==> src/rtl/servo_pulse_decoder_pkg.sv <==
// Shared servo timing definitions and decoder state encoding.
// Used by both the pulse decoder and the pulse generator side.
package servo_pulse_decoder_pkg;

  localparam int CLK_HZ           = 50_000_000;
  localparam int US_PER_TICK      = 1;
  localparam int CLK_DIV_DEF      = (CLK_HZ / 1_000_000) * US_PER_TICK;
  localparam int SERVO_MIN_US     = 500;
  localparam int SERVO_MAX_US     = 2500;
  localparam int SERVO_CENTER_US  = 1500;
  localparam int SERVO_STUCK_US   = 4000;
  localparam int SERVO_TIMEOUT_US = 25000;
  localparam int US_W             = 16;

  typedef enum logic [1:0] {
    SYNC_LOW  = 2'd0,
    WAIT_RISE = 2'd1,
    MEASURE   = 2'd2
  } dec_state_t;

  function automatic logic out_of_range(input logic [US_W-1:0] width,
                                        input int min_us,
                                        input int max_us);
    int w;
    w = int'(width);
    return (w < min_us) || (w > max_us);
  endfunction

endpackage

==> src/rtl/servo_pulse_decoder_us_tick_gen.sv <==
// Restartable 1 us prescaler: counts 0..CLK_DIV-1 and fires tick on the last count.
// restart zeroes the count so tick phase can be locked to an external event.
module us_tick_gen #(
  parameter int CLK_DIV = 50
) (
  input  logic clk,
  input  logic reset,
  input  logic restart,
  output logic tick
);

  localparam int CW = (CLK_DIV > 1) ? $clog2(CLK_DIV) : 1;
  localparam logic [CW-1:0] LAST = CW'(CLK_DIV - 1);

  logic [CW-1:0] cnt;

  always_ff @(posedge clk or posedge reset) begin
    if (reset) begin
      cnt <= '0;
    end else if (restart || (cnt == LAST)) begin
      cnt <= '0;
    end else begin
      cnt <= cnt + CW'(1);
    end
  end

  // A restart cycle never counts as a tick; the new period starts next cycle.
  assign tick = (cnt == LAST) && !restart;

endmodule

==> src/rtl/servo_pulse_decoder.sv <==
// Servo PWM receiver: measures pulse high time in us, flags out-of-range and stuck pulses,
// and reports loss of signal when rising edges stop arriving.
//
// state     | meaning
// SYNC_LOW  | wait for the synced input to be low before arming (discards partial pulses)
// WAIT_RISE | armed, waiting for a rising edge
// MEASURE   | pulse high, counting us ticks into hi_cnt
module servo_pulse_decoder
  import servo_pulse_decoder_pkg::*;
#(
  parameter int CLK_DIV    = CLK_DIV_DEF,
  parameter int MIN_US     = SERVO_MIN_US,
  parameter int MAX_US     = SERVO_MAX_US,
  parameter int STUCK_US   = SERVO_STUCK_US,
  parameter int TIMEOUT_US = SERVO_TIMEOUT_US
) (
  input  logic            clk,
  input  logic            reset,
  input  logic            pwm_in,
  output logic [US_W-1:0] width_us,
  output logic            width_valid,
  output logic            range_err,
  output logic            signal_lost
);

  localparam logic [US_W-1:0] STUCK_CNT   = US_W'(STUCK_US);
  localparam logic [US_W-1:0] TIMEOUT_CNT = US_W'(TIMEOUT_US);

  logic            sync1, sync2, edge_q;
  logic            rise, fall, tick;
  dec_state_t      state_q, state_d;
  logic            start_meas, load_width, abort;
  logic [US_W-1:0] hi_cnt, hi_next, gap_cnt;
  logic            stuck, next_oor;

  // Synchronizer resets high so a pin already high at reset release is never seen as a rise.
  always_ff @(posedge clk or posedge reset) begin
    if (reset) begin
      sync1  <= 1'b1;
      sync2  <= 1'b1;
      edge_q <= 1'b1;
    end else begin
      sync1  <= pwm_in;
      sync2  <= sync1;
      edge_q <= sync2;
    end
  end

  assign rise = sync2 & ~edge_q;
  assign fall = ~sync2 & edge_q;

  us_tick_gen #(
    .CLK_DIV (CLK_DIV)
  ) u_tick (
    .clk     (clk),
    .reset   (reset),
    .restart (rise),
    .tick    (tick)
  );

  always_ff @(posedge clk or posedge reset) begin
    if (reset) begin
      state_q <= SYNC_LOW;
    end else begin
      state_q <= state_d;
    end
  end

  assign stuck = (hi_cnt == STUCK_CNT);

  always_comb begin
    state_d = state_q;
    case (state_q)
      SYNC_LOW:  if (!sync2) state_d = WAIT_RISE;
      WAIT_RISE: if (rise)   state_d = MEASURE;
      MEASURE: begin
        if (fall)       state_d = WAIT_RISE;
        else if (stuck) state_d = SYNC_LOW;
      end
      default:          state_d = SYNC_LOW;
    endcase
  end

  always_comb begin
    start_meas = 1'b0;
    load_width = 1'b0;
    abort      = 1'b0;
    case (state_q)
      WAIT_RISE: start_meas = rise;
      MEASURE: begin
        load_width = fall;
        abort      = !fall && stuck;
      end
      default: ;
    endcase
  end

  // A tick landing in the fall cycle is included in the reported width.
  assign hi_next  = tick ? (hi_cnt + US_W'(1)) : hi_cnt;
  assign next_oor = out_of_range(hi_next, MIN_US, MAX_US);

  always_ff @(posedge clk or posedge reset) begin
    if (reset) begin
      hi_cnt <= '0;
    end else if (start_meas) begin
      hi_cnt <= '0;
    end else if (state_q == MEASURE) begin
      hi_cnt <= hi_next;
    end
  end

  always_ff @(posedge clk or posedge reset) begin
    if (reset) begin
      gap_cnt <= '0;
    end else if (rise) begin
      gap_cnt <= '0;
    end else if (tick && (gap_cnt != TIMEOUT_CNT)) begin
      gap_cnt <= gap_cnt + US_W'(1);
    end
  end

  always_ff @(posedge clk or posedge reset) begin
    if (reset) begin
      width_us    <= '0;
      width_valid <= 1'b0;
      range_err   <= 1'b0;
    end else begin
      width_valid <= load_width;
      if (load_width) begin
        width_us  <= hi_next;
        range_err <= next_oor;
      end else if (abort) begin
        range_err <= 1'b1;
      end
    end
  end

  always_ff @(posedge clk or posedge reset) begin
    if (reset) begin
      signal_lost <= 1'b1;
    end else if (load_width && !next_oor) begin
      signal_lost <= 1'b0;
    end else if (gap_cnt == TIMEOUT_CNT) begin
      signal_lost <= 1'b1;
    end
  end

endmodule

==> config.mk <==
export PLATFORM = sky130hd
export DESIGN_NAME = servo_pulse_decoder
export DESIGN_NICKNAME = d
export VERILOG_FILES = /design/src/rtl/servo_pulse_decoder_pkg.sv /design/src/rtl/servo_pulse_decoder_us_tick_gen.sv /design/src/rtl/servo_pulse_decoder.sv
export SDC_FILE = /design/constraint.sdc
export NUM_CORES = 1
export LEC_CHECK = 0
export BUFFER_PORTS_ARGS = -buffer_cell sky130_fd_sc_hd__buf_4
export CORE_MARGIN = 8
export CORE_UTILIZATION = 55
export CTS_BUF_LIST = sky130_fd_sc_hd__clkbuf_2
export DETAILED_ROUTE_END_ITERATION = 8
export PLACE_DENSITY = 0.73
export SLEW_MARGIN = 15
export SYNTH_ARGS = -nofsm -noshare
export SYNTH_HDL_FRONTEND = slang
export SYNTH_SLANG_ARGS = --single-unit
==> constraint.sdc <==
create_clock -name clk -period 3.8 [get_ports clk]
set_input_delay 0.76 -clock clk [delete_from_list [all_inputs] [get_ports clk]]
set_output_delay 0.76 -clock clk [all_outputs]
set_load 0.02 [all_outputs]
==> flow_metrics.tcl, run 1 <==
set metrics [dict create \
    routabilityCongestion 0.949 \
    hold_viol 0 \
    syn_inst 381 \
    crit_path_end_kind "register" \
    cts-buffers-inserted 9 \
    dieArea_um2 9080 \
    ys_async_sr_fraction_pct 100 \
    synth_compound_area_share_pct 15.6 \
    synth_common_cells "59 x nor2_1, 58 x dfrtp_1, 29 x nand2_1" \
    cp_common_cell "nand3_1" \
    dr.pass1.iters 4 \
    peakVddDrop_v 0.000375 \
    hp-class "primary input to async pin" \
    cap_violations 0 \
    grt_start_max_net_pins 35 \
    synth.area.mux_share_pct 0.868 \
    path_cells "ha_1 > nand3_1 > or2_2 > nor3_1 > nand3_1 > o21a_1 > a2111oi_2 > nor2_1" \
    cts_tree "built" \
    crit_arrival_ns 3.52 \
    netlist_top_cells_area "dfrtp_1 42%, nor2_1 6.4%, xnor2_1 4.6%, a21oi_1 3.5%, o21ai_0 3.3%" \
    power_leakage_uw 0.00154 \
    timing.final.crit_share_pct 82.7 \
    ctsHoldBuffers 0 \
    synth_top_cell_by_area "dfrtp_1" \
    htreeDepth 3 \
    synth_seq_cells 62 \
    slowest_stage "nor3_1" \
    fmax_mhz 318 \
    cts_root_buffer "clkbuf_2" \
    clock_skew_ns 0.0360 \
    place_hpwl_um 5200 \
    start_util_pct 55.8 \
    drtIter0Drc 262 \
    drtAntennaViolNets 0 \
    grtUsageTotal_pct 17.8 \
    synth_cell_types 58 \
    cts_buffer_depth 2 \
    die_w_um 95.3 \
    antenna_cells 0 \
    whs_ns 0.271 \
    r2r-end "range_err" \
    avgSynthCellArea_um2 9.08 \
    grt_antenna_before_repair 0 \
    yosysMostFrequentCell "nor2_1" \
    clock_latency_ns 0.51 \
    vias 2762 \
    port_buffers 21 \
    yosys_warnings 0 \
    drc_errors 0 \
    syn-cell-area_um2 3460 \
    post_cts_buffers 0 \
    rrSetupSlack_ns 0.66 \
    synth_top_family_by_area "simple AND/OR/NAND/NOR gates" \
    wl_um 7480 \
    rows 29 \
    place_inst 461 \
    fp.dieH_um 95.3 \
    setup_violations 0 \
    ys.flop_type "dfrtp_1" \
    crit_path_max_fanout 9 \
    min_period_ns 3.14 \
    grt_pass1_wl_um 12700 \
    ctsResizeCount 0 \
    yosys.area_share.simple_pct 23.8 \
    crit_required_ns 4.17 \
    yosysTopAreaCellShare_pct 42.0 \
    timing.rr.start "hi_cnt[0]" \
    synth_edf_count 0 \
    io_pins 22 \
    numClockSinks 62 \
    grt_pass1_vias 2532 \
    synthAdderAreaFrac_pct 2.17 \
    status "complete, no violations" \
    synth_xor_xnor_area_share_pct 7.85 \
    reg2reg_depth 8 \
    drive_above_1_share_pct 15.3 \
    ys_seq_area_share_pct 45.0 \
    critPathKind "register to register" \
    max_slew_margin_pct 37.1 \
    cp-startpoint "hi_cnt[0]" \
    final_util_pct 60.7 \
    grt_overflow 0 \
    slew_viol_final 0 \
    area_delta_synth_final_pct 8.79 \
    path_clk_slew_ns 0.20 \
    rsz0062_at_grt "false" \
    max_stage_delay_ns 0.69 \
    stdcell_count 477 \
    power-per-cell-area_nw_per_um2 464 \
    post_drt_wl_per_cell_um 15.7 \
    cp-start-kind "register" \
    finalSetupTns_ns 0 \
    synth_fp_nets 390 \
    tightestPinTransition_ns 0.940 \
    via_per_inst 5.79 \
    coreArea_um2 6200 \
    nets 404 \
]
-- worst max path at each step --
| stage | slack [ns] | depth (start not counted) | end |
|---|---|---|---|
| 2_1_floorplan | 1.14 | 8 | range_err |
| 3_3_place_gp | 0.89 | 8 | range_err |
| 3_5_place_dp | 0.76 | 8 | range_err |
| 4_1_cts | 0.69 | 8 | range_err |
| 5_1_grt | 0.43 | 8 | range_err |
| 6_report | 0.66 | 8 | range_err |
-- per-layer routing --
layer	vias up	GRT usage [%]	share of wire, %
met5	-	0	0
met4	0	7.28	1.6
met3	11	4.09	5.4
met2	67	25.6	42
met1	1303	25.3	51
li1	1381	-	-
-- cell usage in the layout (no fill, tap or decap), drive strengths merged, types with 5 or more instances in the layout --
master / n
nor3: 7
and4: 5
o21ai: 24
and3: 5
nand2b: 5
inv: 10
o31ai: 8
clkbuf: 11
nor2: 59
a21oi: 24
or3: 5
nand4: 8
nor4: 6
xnor2: 18
nand2: 29
xor2: 13
ha: 6
a31oi: 6
dfrtp: 58
buf: 27
nand3: 15
-- where the power goes --
part | internal [µW] | switching [µW]
logic | 183 | 261
clock network | 221 | 243
registers | 769 | 71.4
total | 1170 | 575
-- final cells by class --
cell class              instances  area, µm²
well taps                      77       96.3
inverters                      10       37.5
repair buffers                 27        203
clock buffers                  11       55.1
flip-flops and latches         62       1560
clock inverters                 5       75.1
multi-input cells             285       1740
fillers                       540       2440
-- per-stage QoR --
| step | power (µW) | setup WS [ns] | instance area, µm² |
|---|---|---|---|
| floorplan | 1100 | 1.14 | 3460 |
| global placement | 1290 | 0.892 | 3630 |
| detailed placement | 1310 | 0.764 | 3630 |
| CTS | 1770 | 0.690 | 3760 |
| global route | 1850 | 0.433 | 3760 |
| finish | 1750 | 0.658 | 3760 |
-- cell families after synthesis --
logic type | count (synthesis)
simple gates | 160
xor+xnor | 31
buf+inv | 34
flops | 62
compound gates | 85
fa+ha+maj | 6
mux | 3
-- critical path, delay by kind of cell (launching register included) --
family | cells | cell delay [ns]
AO/OA/AOI/OAI | 2 | 0.64
adder cells (fa/ha/maj) | 1 | 0.35
flip-flops | 1 | 0.54
AND/OR/NAND/NOR | 5 | 1.50
-- state kept, by name, indices dropped and copies added, names as in the netlist --
signal	flops
u_tick.cnt	6
width_us	16
hi_cnt	16
width_valid	1
signal_lost	1
range_err	1
state_q	2
sync2	1
sync1	1
gap_cnt	16
edge_q	1
Power figures use the tool's default switching activity.
==> run 2, diff against run 1 <==
ABC_AREA = 1   (was default)
PLACE_DENSITY = 0.74   (was 0.73)
clock period = 2.9 ns   (was 3.8 ns; I/O delays follow)
==> flow_metrics.tcl, run 2 <==
set metrics [dict create \
    status "complete, no violations" \
    syn-cell-area_um2 3290 \
    die_w_um 93.3 \
    timing.rr.start "edge_q" \
    coreArea_um2 5850 \
    min_period_ns 2.16 \
    synth.area.mux_share_pct 0.609 \
    synth_top_family_by_area "simple AND/OR/NAND/NOR gates" \
    path_cells "inv_1 > nand2_2 > nand3_4 > o21ai_0 > nand2_1 > nor2_1 > nand2_1 > nand3_1 > nand2_1 > nor2_1 > nor2_1" \
    synthAdderAreaFrac_pct 2.28 \
    crit_arrival_ns 2.61 \
    post_drt_wl_per_cell_um 14.1 \
    crit_path_end_kind "register" \
    placedInstanceArea_um2 3530 \
    r2r-end "range_err" \
    grt_start_max_net_pins 33 \
    antenna_cells 0 \
    place_hpwl_um 5430 \
    cts_root_buffer "clkbuf_2" \
    grtUsageTotal_pct 18.4 \
    grt_pass1_wl_um 12600 \
    max_slew_margin_pct 62.9 \
    crit_path_max_fanout 17 \
    synth_common_cells "103 x nand2_1, 58 x dfrtp_1, 53 x inv_1" \
    dr.pass1.iters 5 \
    grt_antenna_before_repair 0 \
    layout_common_cells "103 x nand2_1, 58 x dfrtp_1, 52 x inv_1" \
    fillers 534 \
    cap_violations 0 \
    min_from "pwm_in" \
    slew_viol_final 0 \
    fmax_mhz 462 \
    max_stage_delay_ns 0.55 \
    cp-start-kind "register" \
    yosys_warnings 0 \
    stdcell_count 533 \
    ys.flop_type "dfrtp_1" \
    path_clk_slew_ns 0.18 \
    numClockSinks 62 \
    hold_viol 0 \
    netlist_top_cells_area "dfrtp_1 44%, nand2_1 12%, inv_1 6.1%, nor2_1 5.5%, o21ai_0 4.7%" \
    routabilityCongestion 0.934 \
    grt_pass1_vias 2774 \
    setup_slack_ns 0.735 \
    hold-path-cell-count 1 \
    yosysTopAreaCellShare_pct 44.2 \
    start_util_pct 56.2 \
    htreeDepth 3 \
    design_area_um2 3670 \
    synth_compound_area_share_pct 10.8 \
    slowest_stage "dfstp_2" \
    syn_inst 423 \
    dieArea_um2 8700 \
    finalSetupTns_ns 0 \
    synth_seq_cells 62 \
    place_inst 516 \
    fp.dieH_um 93.3 \
    worstHoldEndpoint "sync1" \
    clock_skew_ns 0.0248 \
    synth_xor_xnor_area_share_pct 1.33 \
    cts-buffers-inserted 9 \
    cp_top_family "simple AND/OR/NAND/NOR gates" \
    worst-path-buf-inv 1 \
    rsz0062_at_grt "false" \
    rrSetupSlack_ns 0.74 \
    ys_async_sr_fraction_pct 100 \
    wl_um 7500 \
    post_cts_buffers 0 \
    ys_seq_area_share_pct 47.4 \
    drtAntennaViolNets 0 \
    port_buffers 21 \
    grt_overflow 0 \
    area_delta_synth_final_pct 11.7 \
    synth_top_cell_by_area "dfrtp_1" \
    largestRegisters "gap_cnt: 16 flops, hi_cnt: 16 flops, width_us: 16 flops" \
    via_per_inst 5.36 \
    cts_tree "built" \
    drtIter0Drc 175 \
    crit_required_ns 3.34 \
    peakVddDrop_v 0.000275 \
    hp-class "primary input to register" \
    avgSynthCellArea_um2 7.77 \
    power_leakage_uw 0.00170 \
    synth_cell_types 35 \
    power_uw 1810 \
    timing.final.crit_share_pct 74.7 \
    drc_errors 0 \
    vias 2858 \
    layout_commonest_cell "nand2_1" \
    cp-startpoint "edge_q" \
    cts_buffer_depth 2 \
    clock_latency_ns 0.53 \
    reg2reg_depth 11 \
    synth_fp_nets 432 \
    drive_above_1_share_pct 13.8 \
    tightestPinTransition_ns 0.555 \
    nets 462 \
    power-per-cell-area_nw_per_um2 493 \
    synth_edf_count 0 \
    yosys.area_share.simple_pct 30.0 \
    yosysMostFrequentCell "nand2_1" \
    critPathKind "register to register" \
    setup_violations 0 \
    rows 28 \
    io_pins 22 \
    dp_slack_ns 0.751 \
]
[run 2: cell count changes after synthesis, sizes merged, moves of 6 or more]
cell | previous run | this run
nand2 | 29 | 109
xor2 | 13 | 4
a21oi | 24 | 9
inv | 10 | 55
o31ai | 8 | 1
clkbuf | 19 | 5
xnor2 | 18 | 1
o21ai | 24 | 35
nor2 | 59 | 53
o22ai | 3 | 15
nand3 | 15 | 31
[run 2: worst max-delay path by stage]
stage	end	slack, ns	cells after the start
final	range_err	0.74	11
after global placement	range_err	0.83	11
after floorplan	gap_cnt[0]	0.79	1
after global routing	range_err	0.49	11
after detailed placement	range_err	0.75	11
after CTS	range_err	0.75	11
[run 2: power by group]
part	internal [µW]	switching, µW
logic	78.1	170
clock network	288	323
registers	914	37.3
[run 2: per-stage QoR]
stage,hold WS (ns),util [%]
2_1_floorplan,0.345,-
3_3_place_gp,0.347,60.4
3_5_place_dp,0.350,60.4
4_1_cts,0.134,62.7
5_1_grt,0.124,62.7
6_report,0.152,62.7
[run 2: area by class of cell]
class | instances | area (µm²) | share of cell area [%]
Multi-Input combinational cell | 297 | 1480 | 40.3
Clock inverter | 5 | 73.8 | 2.01
Inverter | 57 | 215 | 5.86
Tap cell | 75 | 93.8 | 2.56
Timing Repair Buffer | 26 | 198 | 5.39
Sequential cell | 62 | 1560 | 42.4
Clock buffer | 11 | 55.1 | 1.50
[run 2: cells by family (layout without fill, tap and decap cells)]
logic type      Yosys count  after routing
compound gates           64             64
xor+xnor                  5              5
fa+ha+maj                 6              6
buf+inv                  64             99
flops                    62             62
mux                       2              2
simple gates            220            220
[run 2: metal layers]
metal  GRT usage (%)  wire length [µm]  up-vias
li1                -                 -     1440
met1            21.7              3280     1323
met2            30.1              3580       83
met3            5.37               487       12
met4            8.32               150        0
met5               0                 0        -
[run 2: what timing repair did]
item / in CTS / in global routing
resized for setup: 0 / 0
hold buffers: 1 / 0
hold endpoints to repair: 8 / 0
==> run 3, diff against run 2 <==
PLACE_DENSITY = 0.76   (was 0.74)
clock period = 1.9 ns   (was 2.9 ns; I/O delays follow)
==> flow_metrics.tcl, run 3 (synthesis gave the netlist of run 2 again) <==
set metrics [dict create \
    status "complete, no violations" \
    io_pins 22 \
    power_leakage_uw 0.00188 \
    layout_commonest_cell "nand2_1" \
    post_drt_wl_per_cell_um 13.7 \
    switchingPower_uw 798 \
    via_per_inst 5.46 \
    dr.pass1.iters 5 \
    coreArea_um2 5850 \
    grt_pass1_wl_um 13200 \
    max_slew_margin_pct 71.0 \
    crit_path_end_kind "register" \
    drc_errors 0 \
    comb_power_share_pct 18.6 \
    drive_above_1_share_pct 25.6 \
    p_clk_share_pct 24.9 \
    crit_required_ns 2.36 \
    wl_um 7840 \
    port_buffers 21 \
    drtAntennaViolNets 0 \
    path_clk_slew_ns 0.17 \
    critPathKind "register to register" \
    timing.final.crit_share_pct 97.4 \
    final_util_pct 69.2 \
    crit_path_max_fanout 8 \
    grt_start_max_net_pins 32 \
    cts_tree "built" \
    dp_slack_ns -0.0101 \
    drtIter0Drc 165 \
    antenna_cells 0 \
    power.share.switching_pct 31.3 \
    cts_root_buffer "clkbuf_2" \
    cts_buffer_depth 2 \
    setup_slack_ns 0.0493 \
    nets 501 \
    layout_common_cells "93 x nand2_1, 60 x buf_4, 58 x dfrtp_1" \
    clock_skew_ns 0.0308 \
    slew_viol_final 0 \
    regArea_um2 1560 \
    grt_pass1_vias 3018 \
    hold_viol 0 \
    rsz0062_at_grt "true" \
    htreeDepth 3 \
    dieArea_um2 8700 \
    tightestPinTransition_ns 0.432 \
    cap_violations 0 \
    grt_antenna_before_repair 0 \
    fp.dieH_um 93.3 \
    internal_power_uw 1760 \
    vias 3121 \
    multi_input_area_um2 1580 \
    rows 28 \
    routabilityCongestion 0.901 \
    crit_arrival_ns 2.31 \
    start_util_pct 56.2 \
    fmax_mhz 540 \
    setup_violations 0 \
    die_w_um 93.3 \
    numClockSinks 62 \
    cp-start-kind "register" \
    cts-buffers-inserted 9 \
    place_hpwl_um 5600 \
    peakVddDrop_v 0.000419 \
    min_period_ns 1.85 \
    area_delta_synth_final_pct 23.2 \
    largestRegisters "gap_cnt: 16 flops, hi_cnt: 16 flops, width_us: 16 flops" \
    fillers 488 \
    grt_overflow 0 \
    finalSetupTns_ns 0 \
    hp-class "register to register" \
    grtUsageTotal_pct 18.9 \
    power-per-cell-area_nw_per_um2 631 \
    seqPwrFrac_pct 56.5 \
    clock_latency_ns 0.51 \
]
==> run 3: routing by layer <==
layer,track usage (%),up-vias,wire [µm]
met4,10.7,0,231
li1,-,1526,-
met5,0,-,0
met3,5.77,26,529
met2,30.2,105,3730
met1,22.1,1464,3350
==> run 3: through the flow <==
stage | total power [µW] | hold WS [ns] | cells | area (µm²)
2_1_floorplan | 1730 | 0.345 | 423 | 3290
3_3_place_gp | 1910 | 0.346 | 540 | 3730
3_5_place_dp | 1920 | 0.349 | 540 | 3730
4_1_cts | 2560 | 0.350 | 561 | 3860
5_1_grt | 2690 | 0.370 | 572 | 4050
6_report | 2550 | 0.367 | 572 | 4050
==> run 3: area by class of cell <==
type                            count  area share, %
Clock buffer                       12           1.48
Clock inverter                      4          0.402
Inverter                           57           5.57
Multi-Input combinational cell    297           39.1
Sequential cell                    62           38.5
Tap cell                           75           2.32
Timing Repair Buffer               65           12.7
==> run 3: final timing paths <==
kind                       slack, ns     endpoint  cells past startpoint     startpoint
min in group asynchronous       0.38    range_err                      3          reset
min reg2reg                     0.37        sync2                      0          sync1
max in group asynchronous       1.03   gap_cnt[3]                      4          reset
min                             0.37        sync2                      0          sync1
max                             0.05  signal_lost                     15  u_tick.cnt[1]
max reg2reg                     0.05  signal_lost                     15  u_tick.cnt[1]
==> run 3: critical path, cell delays in order, from the launching register on <==
cell and delay [ns]:
dfrtp_1 0.40, inv_1 0.06, ha_2 0.17, inv_2 0.04, nor2_4 0.09, nand3_4 0.16, buf_6 0.20, nand2_2 0.06
nand2_2 0.07, nand2_2 0.08, nand2_2 0.05, nand3_2 0.07, nand2_2 0.06, a21oi_2 0.14, nor2_2 0.06, nor2_1 0.11
==> run 3: timing repair <==
| action | in CTS | in global routing |
|---|---|---|
| endpoints found under the setup margin | 2 | 10 |
| gates resized for setup | 4 | 35 |
| setup buffers | 3 | 11 |
| pin swaps | 0 | 12 |
| endpoints found under the hold margin | 12 | 0 |
| hold buffers | 2 | 0 |
==> run 3: power groups by stage <==
| stage | logic [µW] | registers, µW | clock network (µW) |
|---|---|---|---|
| final | 476 | 1440 | 635 |
| after detailed placement | 457 | 1460 | 0 |
| after global placement | 446 | 1460 | 0 |
| after CTS | 460 | 1440 | 655 |
| after global routing | 530 | 1450 | 707 |
| after floorplan | 242 | 1490 | 0 |
